`src/rtl/decoder.sv`:
```
// decoder: binary select code to one-hot line selects, gated by a valid input.
// Out-of-range codes (only reachable when NUM_WIRE is not a power of two)
// assert no line and raise a_err_o instead. With OUT_REG=1 both outputs are
// flopped for a glitch-free select bus with one cycle of latency; with
// OUT_REG=0 they are a single combinational compare-and-AND level.
module decoder #(
    parameter int NUM_WIRE = 4,
    parameter int OUT_REG  = 1,
    localparam int AW      = $clog2(NUM_WIRE)
) (
    input  logic                clk_i,
    input  logic                rst_i,
    input  logic [AW-1:0]       a_i,
    input  logic                a_valid_i,
    output logic [NUM_WIRE-1:0] d_o,
    output logic                a_err_o
);

    logic [NUM_WIRE-1:0] w_d;
    logic                w_err;

    // Decode; the valid gate sits outside the compare so an unknown code
    // presented while a_valid_i is low still produces all-zero outputs.
    always_comb begin
        w_d   = '0;
        w_err = 1'b0;
        if (a_valid_i) begin
            for (int i = 0; i < NUM_WIRE; i++) begin
                w_d[i] = (32'(a_i) == i);
            end
            w_err = (32'(a_i) >= NUM_WIRE);
        end
    end

    generate
        if (OUT_REG != 0) begin : g_reg
            logic [NUM_WIRE-1:0] r_d;
            logic                r_err;

            // Output register reloaded every edge; reset drops the active line at once.
            always_ff @(posedge clk_i or posedge rst_i) begin
                if (rst_i) begin
                    r_d   <= '0;
                    r_err <= 1'b0;
                end else begin
                    r_d   <= w_d;
                    r_err <= w_err;
                end
            end

            assign d_o     = r_d;
            assign a_err_o = r_err;
        end else begin : g_comb
            // Clock and reset have no function in the combinational build.
            logic w_unused_clk_rst;
            assign w_unused_clk_rst = clk_i ^ rst_i;

            assign d_o     = w_d;
            assign a_err_o = w_err;
        end
    endgenerate

endmodule

```
`config.mk`:
```
export PLATFORM = sky130hd
export DESIGN_NAME = decoder
export DESIGN_NICKNAME = d
export VERILOG_FILES = /design/src/rtl/decoder.sv
export SDC_FILE = /design/constraint.sdc
export NUM_CORES = 1
export LEC_CHECK = 0
export ABC_CLOCK_PERIOD_IN_PS = 800
export CAP_MARGIN = 20
export CELL_PAD_IN_SITES_DETAIL_PLACEMENT = 1
export CELL_PAD_IN_SITES_GLOBAL_PLACEMENT = 1
export CORE_AREA = 4 4 41 43
export CTS_CLUSTER_DIAMETER = 120
export DETAILED_ROUTE_END_ITERATION = 7
export DIE_AREA = 0 0 45 47
export GPL_TIMING_DRIVEN = 0
export HOLD_SLACK_MARGIN = 0.06
export PLACE_DENSITY_LB_ADDON = 0.1
export SLEW_MARGIN = 30
export SYNTH_ARGS = -nofsm -noshare
export SYNTH_HDL_FRONTEND = slang
export SYNTH_SLANG_ARGS = --single-unit
```
`constraint.sdc`:
```
create_clock -name clk_i -period 0.8 [get_ports clk_i]
set_input_delay 0.08 -clock clk_i [delete_from_list [all_inputs] [get_ports clk_i]]
set_output_delay 0.08 -clock clk_i [all_outputs]
set_load 0.02 [all_outputs]
```
==> reports/qor.csv <==
stage;metric;value;unit
clocking;ctsRootBufferMaster;clkbuf_4;
detailed_routing;drc_errors;0;
floorplan;core_area;1301;µm²
detailed_routing;drt-initial-drc-count;1;
place;place.gp.congestion;0.5564;
critical_path;worst_setup_path_start_kind;flop;
critical_path;cpPeakStageDelay;0.37;ns
min_path;hold_path.class;in -> reg;
synth;synth_nets;16;
floorplan;num_rows;13;
sta;finalCritPeriodShare;101.0;%
grt;grt_max_degree;5;
clocking;cts_tree;done;
detailed_routing;drtPass1Iterations;2;
detailed_routing;drt-total-wl;281;µm
critical_path;worstSetupEndpointType;primary output;
critical_path;cp_top_family;flip-flops;
synth;syn_inst;11;
pwr;p_per_area;1832;nW/µm²
sta;finalSetupViolations;1;
finish;drive_gt1_share;47.83;%
critical_path;path_buf_inv;1;
floorplan;die-area;2115;µm²
critical_path;worstSetupPathType;reg -> out;
synth;ys_types;7;
sta;fmax;1237;MHz
detailed_routing;wire_per_inst;7.395;µm
grt;grt_overflow_total;0;
finish;nets;30;
grt;antenna_found_initial;0;
clocking;h-tree-depth;1;
synth;ys_ff_latch;4;
min_path;hold_start;a_i[1];
sta;finalHoldViolCount;0;
sta;setup_ws;-0.008172;ns
clocking;cts-buffers-inserted;3;
sta;hold-worst-slack;0.4701;ns
finish;n_antenna_cell;0;
clocking;path_clk_slew;0.04;ns
synth;ys_seq_area_share;65.57;%
clocking;cts_buffer_depth;2;
critical_path;crit_start;d_o[2]$_DFF_PP0_;
critical_path;cp_slowest_cell;dfrtp_1;
sta;min_period;0.8082;ns
place;dpl.hpwl;238.7;µm
clocking;numClockSinks;4;
finish;largest_register_ffs;4;
synth;synth_area;152.6;µm²
sta;finalMaxSlewViolations;0;
critical_path;worstPathArrival;0.73;ns
synth;ys_warn_count;0;
place;portBuffers;8;
sta;rsz0062_at_grt;yes;
floorplan;start_util;11.73;%
pwr;leakagePower;0.1473;nW
grt;grt_pass1_wl;496;µm
synth;avgSynthCellArea;13.88;µm²
run_status;violations;negative setup slack;
critical_path;cp.required;0.72;ns
job;drv_cap;0;
min_path;whs_path_depth;2;
critical_path;cp_max_fo;1;
min_path;hold_end;d_o[0]$_DFF_PP0_;
critical_path;worstPathCellList;buf_6;
finish;syn2layout_area_growth;89.34;%
detailed_routing;avgViaCountPerCell;3.132;
run_status;status;finished with violations;
grt;grt_pass1_vias;142;
floorplan;die_x;45;µm
grt;grt.total_usage;3.968;%
pwr;finalPower;0.5294;mW
detailed_routing;dr_total_vias;119;
floorplan;die_h;47;µm
pwr;ir_drop;0.3267;mV
floorplan;io_pins;10;
detailed_routing;antenna_left;0;
through the flow:
step | setup TNS (ns) | worst slack [ns] | instance area [µm²] | util [%] | std cells
CTS | -0.05220 | -0.01929 | 289.0 | 22.21 | 38
global route | -0.09881 | -0.02736 | 289.0 | 22.21 | 38
global placement | -1.031 | -0.1753 | 251.5 | 19.33 | 34
finish | -0.008172 | -0.008172 | 289.0 | 22.21 | 38
floorplan | 0 | 0.3040 | 152.6 | - | 11
detailed placement | -1.052 | -0.1833 | 251.5 | 19.33 | 34
how the worst max path moves through the flow:
stage / slack, ns / depth (start not counted) / end
floorplan: 0.30 / 0 / d_o[0]
global placement: -0.18 / 1 / d_o[1]
detailed placement: -0.18 / 1 / d_o[2]
CTS: -0.02 / 1 / d_o[2]
global route: -0.03 / 1 / d_o[0]
finish: -0.008 / 1 / d_o[2]
cell usage after synthesis, drive strengths merged:
master	n	area share, %
buf	1	4.9
nor3b	1	8.2
dfrtp	4	66
inv	1	2.5
and3b	2	11
and3	1	4.9
conb	1	2.5
final cells by class:
cell class,count,area (µm²)
multi-input cells,5,41.29
fillers,151,1012
inverters,1,3.754
flip-flops and latches,4,100.1
well taps,15,18.77
plain buffers,1,7.507
repair buffers,9,95.09
clock buffers,3,22.52
layout by cell type, fill, tap and decap left out, types with 2 or more instances in the layout:
cell,Yosys,layout
buf_6,0,4
clkdlybuf4s50_1,0,4
clkbuf_4,0,3
dfrtp_1,4,4
and3b_1,2,2
cells by family (layout without fill, tap and decap cells):
logic type	Yosys count	in the layout	share of synthesized area, %
other cells	1	1	2.457
buf+inv	2	14	7.377
simple gates	4	4	24.59
flops	4	4	65.58
metal layers:
metal / global-route usage (%) / part of all wire [%] / vias up
met3: 1.149 / 11 / 0
met5: 0 / 0 / -
li1: - / - / 58
met1: 4.147 / 43 / 53
met4: 8.772 / 0 / 0
met2: 3.955 / 46 / 8
power breakdown:
group	total (mW)	internal, mW	switching (mW)
combinational	0.0758	0.0449	0.0309
sequential	0.215	0.211	0.00340
clock	0.239	0.167	0.0718
timing repair:
| action | CTS | global route |
|---|---|---|
| setup buffers | 0 | 0 |
| hold buffers | 1 | 0 |
| setup endpoints to repair | 4 | 8 |
| hold endpoints to repair | 4 | 0 |
| resized for setup | 24 | 1 |
No activity file was read; power rests on OpenSTA's default activity.
